File: src/rtl/fetch_sequencer.sv
// Dual-issue fetch sequencer: owns the fetch PC, issues 8-byte pair reads, tracks fetch2 pair state and flush.
// Optional FETCH_PERF_EN adds saturating pair/stall/redirect counters.
module fetch_sequencer #(
    parameter logic [31:0] RESET_PC = 32'h0000_0000
) (
    input  logic        clock_i,
    input  logic        reset_ni,
    input  logic        stall_i,
    input  logic        redirect_i,
    input  logic [31:0] redirect_pc_i,
    input  logic        pred_taken_i,
    input  logic        pred_slot_i,
    input  logic [31:0] pred_target_i,
    output logic        imem_req_o,
    output logic [31:0] imem_addr_o,
    output logic        f2_valid_o,
    output logic [31:0] f2_pc_o,
    output logic        kill_0_o,
    output logic        zero_1_o,
    output logic        pred_1_o,
    output logic        flush_o
`ifdef FETCH_PERF_EN
    ,
    output logic [31:0] perf_pairs_o,
    output logic [31:0] perf_stalls_o,
    output logic [31:0] perf_redirects_o
`endif
);

    localparam int unsigned AW         = 32;
    localparam int unsigned PAIR_BYTES = 8;
    localparam logic [AW-1:0] PC_RST   = {RESET_PC[AW-1:3], 3'b000};

    typedef enum logic [1:0] {
        ST_IDLE  = 2'd0,
        ST_RUN   = 2'd1,
        ST_FLUSH = 2'd2
    } state_e;

    state_e          state_q, state_d;
    logic [AW-1:0]   pc_q, pc_d;
    logic            cur_kill0_q, cur_kill0_d;
    logic            imem_req_q, imem_req_d;
    logic            f2_valid_q, f2_valid_d;
    logic [AW-1:0]   f2_pc_q, f2_pc_d;
    logic            kill_0_q, kill_0_d;
    logic            zero_1_q, zero_1_d;
    logic            pred_1_q, pred_1_d;
    logic            active;
    logic            pred_eff;
    logic            unused_low_bits;

    assign active   = (state_q != ST_IDLE);
    // A slot0 prediction is void when the pair is entered at its odd word.
    assign pred_eff = pred_taken_i && !(!pred_slot_i && cur_kill0_q);
    assign unused_low_bits = ^{redirect_pc_i[1:0], pred_target_i[1:0]};

    // Next-state, next-PC and fetch2 pair control.
    always_comb begin
        state_d     = state_q;
        pc_d        = pc_q;
        cur_kill0_d = cur_kill0_q;
        imem_req_d  = imem_req_q;
        f2_valid_d  = f2_valid_q;
        f2_pc_d     = f2_pc_q;
        kill_0_d    = kill_0_q;
        zero_1_d    = zero_1_q;
        pred_1_d    = pred_1_q;

        unique case (state_q)
            ST_IDLE: begin
                state_d    = ST_RUN;
                imem_req_d = 1'b1;
            end
            ST_RUN:   state_d = redirect_i ? ST_FLUSH : ST_RUN;
            ST_FLUSH: state_d = redirect_i ? ST_FLUSH : ST_RUN;
            default:  state_d = ST_IDLE;
        endcase

        if (active) begin
            if (redirect_i) begin
                pc_d        = {redirect_pc_i[AW-1:3], 3'b000};
                cur_kill0_d = redirect_pc_i[2];
                f2_valid_d  = 1'b0;
                f2_pc_d     = pc_q;
                kill_0_d    = cur_kill0_q;
                zero_1_d    = 1'b0;
                pred_1_d    = 1'b0;
            end else if (!stall_i) begin
                f2_valid_d = imem_req_q;
                f2_pc_d    = pc_q;
                kill_0_d   = cur_kill0_q;
                zero_1_d   = pred_eff && !pred_slot_i;
                pred_1_d   = pred_eff && pred_slot_i;
                if (pred_eff) begin
                    pc_d        = {pred_target_i[AW-1:3], 3'b000};
                    cur_kill0_d = pred_target_i[2];
                end else begin
                    pc_d        = pc_q + AW'(PAIR_BYTES);
                    cur_kill0_d = 1'b0;
                end
            end
        end
    end

    always_ff @(posedge clock_i or negedge reset_ni) begin
        if (!reset_ni) begin
            state_q     <= ST_IDLE;
            pc_q        <= PC_RST;
            cur_kill0_q <= 1'b0;
            imem_req_q  <= 1'b0;
            f2_valid_q  <= 1'b0;
            f2_pc_q     <= '0;
            kill_0_q    <= 1'b0;
            zero_1_q    <= 1'b0;
            pred_1_q    <= 1'b0;
        end else begin
            state_q     <= state_d;
            pc_q        <= pc_d;
            cur_kill0_q <= cur_kill0_d;
            imem_req_q  <= imem_req_d;
            f2_valid_q  <= f2_valid_d;
            f2_pc_q     <= f2_pc_d;
            kill_0_q    <= kill_0_d;
            zero_1_q    <= zero_1_d;
            pred_1_q    <= pred_1_d;
        end
    end

    assign imem_req_o  = imem_req_q;
    assign imem_addr_o = pc_q;
    assign f2_valid_o  = f2_valid_q;
    assign f2_pc_o     = f2_pc_q;
    assign kill_0_o    = kill_0_q;
    assign zero_1_o    = zero_1_q;
    assign pred_1_o    = pred_1_q;
    // First flush cycle follows the redirect pulse; the second comes from the FLUSH state.
    assign flush_o     = (active && redirect_i) || (state_q == ST_FLUSH);

`ifdef FETCH_PERF_EN
    logic [31:0] perf_pairs_q, perf_pairs_d;
    logic [31:0] perf_stalls_q, perf_stalls_d;
    logic [31:0] perf_redirects_q, perf_redirects_d;

    function automatic logic [31:0] sat_inc(input logic [31:0] v, input logic en);
        return (en && (v != 32'hFFFF_FFFF)) ? v + 32'd1 : v;
    endfunction

    always_comb begin
        perf_pairs_d     = sat_inc(perf_pairs_q, f2_valid_q && !stall_i);
        perf_stalls_d    = sat_inc(perf_stalls_q, (state_q == ST_RUN) && stall_i);
        perf_redirects_d = sat_inc(perf_redirects_q, active && redirect_i);
    end

    always_ff @(posedge clock_i or negedge reset_ni) begin
        if (!reset_ni) begin
            perf_pairs_q     <= '0;
            perf_stalls_q    <= '0;
            perf_redirects_q <= '0;
        end else begin
            perf_pairs_q     <= perf_pairs_d;
            perf_stalls_q    <= perf_stalls_d;
            perf_redirects_q <= perf_redirects_d;
        end
    end

    assign perf_pairs_o     = perf_pairs_q;
    assign perf_stalls_o    = perf_stalls_q;
    assign perf_redirects_o = perf_redirects_q;
`endif

endmodule

File: config.mk
export PLATFORM = sky130hd
export DESIGN_NAME = fetch_sequencer
export DESIGN_NICKNAME = d
export VERILOG_FILES = /design/src/rtl/fetch_sequencer.sv
export SDC_FILE = /design/constraint.sdc
export NUM_CORES = 1
export LEC_CHECK = 0
export BUFFER_PORTS_ARGS = -buffer_cell sky130_fd_sc_hd__buf_2
export CORE_ASPECT_RATIO = 0.6
export CORE_UTILIZATION = 50
export CTS_CLUSTER_DIAMETER = 40
export DETAILED_ROUTE_END_ITERATION = 12
export HOLD_SLACK_MARGIN = 0.08
export PLACE_DENSITY_LB_ADDON = 0.3
export SYNTH_ARGS = -nofsm -noshare
export SYNTH_HDL_FRONTEND = slang
export SYNTH_SLANG_ARGS = --single-unit
File: constraint.sdc
create_clock -name clock_i -period 2.15 [get_ports clock_i]
set_input_delay 0.5375 -clock clock_i [delete_from_list [all_inputs] [get_ports clock_i]]
set_output_delay 0.5375 -clock clock_i [all_outputs]
set_load 0.02 [all_outputs]
==> summary.md <==
| Metric | Value |
|---|---|
| Period utilization | `94.78%` |
| Power per cell area | `1538 nW/um^2` |
| Die Area | `7895 um^2` |
| Largest net degree at the start of global routing | `43` |
| Distinct cells, synth | `62` |
| Synth Flop Type | `dfrtp_1` |
| Hpwl dp | `8194 um` |
| Worst Hold Class | `in2async` |
| Setup crit end kind | `register` |
| Critical path fanouts, max | `6` |
| CTS buffer count | `9` |
| R2R depth | `5` |
| Post-route DRC | `0` |
| Clk slew on worst S/H paths | `50 ps` |
| Root buffer cell | `clkbuf_16` |
| RSZ-0062 raised after global routing | `no` |
| Placement row count | `24` |
| Initial Utilization | `51.83%` |
| Seq/Total Area, Yosys | `43.85%` |
| #FFs+latches synth | `66` |
| GRT Overall Usage | `29.58%` |
| Mapped Area | `3766 um^2` |
| Relative slew slack | `61.16%` |
| CP cell instances | `nand3_1 -> nor4_4 -> nand3_1 -> or3_1 -> a211o_1` |
| First-pass GRT wire length | `18,150 um` |
| Setup TNS | `0 ps` |
| Final Cell Area | `5001 um^2` |
| Worst-margin pin slew | `582.6 ps` |
| Layout cells sized above 1 | `31.95%` |
| Drt wl/cell | `15.75 um` |
| Number of routed nets with antenna violations | `0` |
| Post-CTS Setup Repair Bufs | `0` |
| Max stage delay on crit path | `440 ps` |
| Final count of negative-setup-slack endpoints | `0` |
| Slowest stage cell, crit path | `dfrtp_1` |
| Leakage | `2.459 nW` |
| Worst Setup Start Kind | `register` |
| Outcome | `completed` |
| Worst r2r src | `imem_addr_o[19]$_DFFE_PN0P_` |
| Max Cap Violations | `0` |
| Top-count cell post-synth | `nand2_1` |
| Top Family by Delay on Critical Path | `simple AND/OR/NAND/NOR gates` |
| Setup Skew | `4.275 ps` |
| Worst slack, placed | `112.1 ps` |
| Worst R2R End | `imem_addr_o[31]$_DFFE_PN0P_` |
| Post-synth EDFFs | `0` |
| Required @ worst endpoint | `2370 ps` |
| Util after Layout | `68.82%` |
| # fillers | `605` |
| IR drop worst, VDD | `0.0009547 V` |
| Vias in the first global route | `3,617` |
| Synth area leader | `dfrtp_1` |
| Hold-fix buffers, CTS | `0` |
| Post-Syn Area per Cell | `8.259 um^2` |
| Yosys warns | `0` |
| Max Fclk | `490.8 MHz` |
| Post-layout min period | `2038 ps` |
| Post-synth top area share | `43.85%` |
| Vias | `4,006` |
| DR iter-0 viols | `383` |
| Hold WS | `197.4 ps` |
| Die Width | `114.0 um` |
| Diode count | `0` |
| Post_cts resized | `0` |
| Final Max Slew Viols | `0` |
| Final Hold Fails | `0` |
| Most area-consuming cells after synthesis | `dfrtp_1, nand2_1, o21ai_0` |
| Layout net count | `672` |
| Pre-Repair DR Iteration Count | `5` |
| CTS tree | `yes` |
| Initial antenna violation count | `0` |
| Htree depth | `3` |
| Clock Path Buffers | `2` |
| Via density | `5.658` |
| WP buf/inv | `0` |
| Worst setup slack after layout | `112.3 ps` |
| Core footprint | `7267 um^2` |
| Gpl congestion | `0.8475` |
| Total wire length | `11,150 um` |
| Worst path most repeated cell | `nand3_1` |
| Die height | `69.23 um` |
| Post-synthesis async set-or-reset flop share | `100.0%` |
| Top Ports | `140` |
| PortBufs | `129` |
| Post-synth top cells | `nand2_1, dfrtp_1, nor2_1, o21ai_0, a21oi_1` |
| Placed Area | `4702 um^2` |
| Area Growth Syn to Fin | `32.79%` |
| Clk_lat worst skew | `340 ps` |
| WS Path Type | `reg2reg` |
| Reg2reg setup slack | `110 ps` |
| Clock Sink Count | `66` |
| Mapped Cells | `456` |
| Critical path data arrival time | `2250 ps` |
| Grt total ovfl | `0` |
-- stage by stage --
| step | std cells | power, W |
|---|---|---|
| 2_1_floorplan | 461 | 0.004722 |
| 3_3_place_gp | 692 | 0.006084 |
| 3_5_place_dp | 692 | 0.006197 |
| 4_1_cts | 708 | 0.007710 |
| 5_1_grt | 708 | 0.008202 |
| 6_report | 708 | 0.007692 |
-- power breakdown --
group,internal [W],switching (W),leakage (nW),total (W)
Combinational,0.00142,0.00239,1.52,0.00381
Sequential,0.00185,0.000538,0.793,0.00239
Clock,0.000960,0.000532,0.147,0.00149
-- cell type report --
| class | count | area [um^2] | share of cell area, % |
|---|---|---|---|
| well taps | 104 | 130.1 | 2.602 |
| clock inverters | 2 | 35.03 | 0.7005 |
| clock buffers | 14 | 264.0 | 5.279 |
| multi-input cells | 349 | 1944 | 38.88 |
| inverters | 10 | 37.54 | 0.7506 |
| repair buffers | 163 | 938.4 | 18.76 |
| flip-flops and latches | 66 | 1652 | 33.02 |
-- flip-flops by register name, summed over array words and instances (netlist names) --
register     cells
f2_pc_o         29
imem_addr_o     29
state_q          2
cur_kill0_q      1
f2_valid_o       1
imem_req_o       1
kill_0_o         1
pred_1_o         1
zero_1_o         1
-- cell families (layout without fill, tap and decap cells) --
group,Yosys count,after routing,share of synthesized area [%]
adder cells (fa/ha/maj),3,3,0.9968
AND/OR/NAND/NOR,219,219,27.67
buffers and inverters,46,189,5.315
AO/OA/AOI/OAI,115,115,20.57
XOR/XNOR,4,4,0.9304
other,1,6,0.09957
multiplexers,2,2,0.5648
flip-flops,66,66,43.85
-- layer usage --
| layer | GRT usage (%) | share of wire, % |
|---|---|---|
| met3 | 7.692 | 8.6 |
| met2 | 42.02 | 43 |
| met4 | 8.225 | 1.2 |
| met1 | 44.40 | 47 |
| met5 | 0 | 0 |
-- how the worst max path moves through the flow --
stage	start	to	slack, ps	depth (start not counted)
6_report	imem_addr_o[19]$_DFFE_PN0P_	imem_addr_o[31]$_DFFE_PN0P_	110	5
4_1_cts	imem_addr_o[19]$_DFFE_PN0P_	imem_addr_o[31]$_DFFE_PN0P_	150	5
5_1_grt	imem_addr_o[19]$_DFFE_PN0P_	imem_addr_o[31]$_DFFE_PN0P_	6	5
3_5_place_dp	pred_slot_i	imem_addr_o[15]$_DFFE_PN0P_	110	7
3_3_place_gp	pred_slot_i	imem_addr_o[30]$_DFFE_PN0P_	120	7
2_1_floorplan	imem_addr_o[3]$_DFFE_PN0P_	imem_addr_o[31]$_DFFE_PN0P_	180	6
-- cells in the final DEF (no fill, tap or decap), drive strengths merged, types with 2 or more instances in the layout --
master	Yosys	layout
nand3	24	24
a21oi	25	25
o221a	2	2
xnor2	3	3
and2	12	12
conb	1	6
a41oi	2	2
a31o	2	2
nand2	113	113
a211o	2	2
o21ai	27	27
nand2b	5	5
ha	3	3
a211oi	2	2
o311ai	5	5
buf	14	163
o22ai	4	4
inv	10	10
a31oi	11	11
a311oi	2	2
a32o	2	2
o2bb2ai	2	2
o21a	6	6
a21bo	2	2
dfrtp	66	66
nor4	4	4
nor3	5	5
and3	9	9
o31a	4	4
nor2	28	28
o31ai	4	4
or3	4	4
o22a	3	3
o41ai	2	2
nand4	8	8
clkbuf	22	14
No activity file was read; power rests on OpenSTA's default activity.
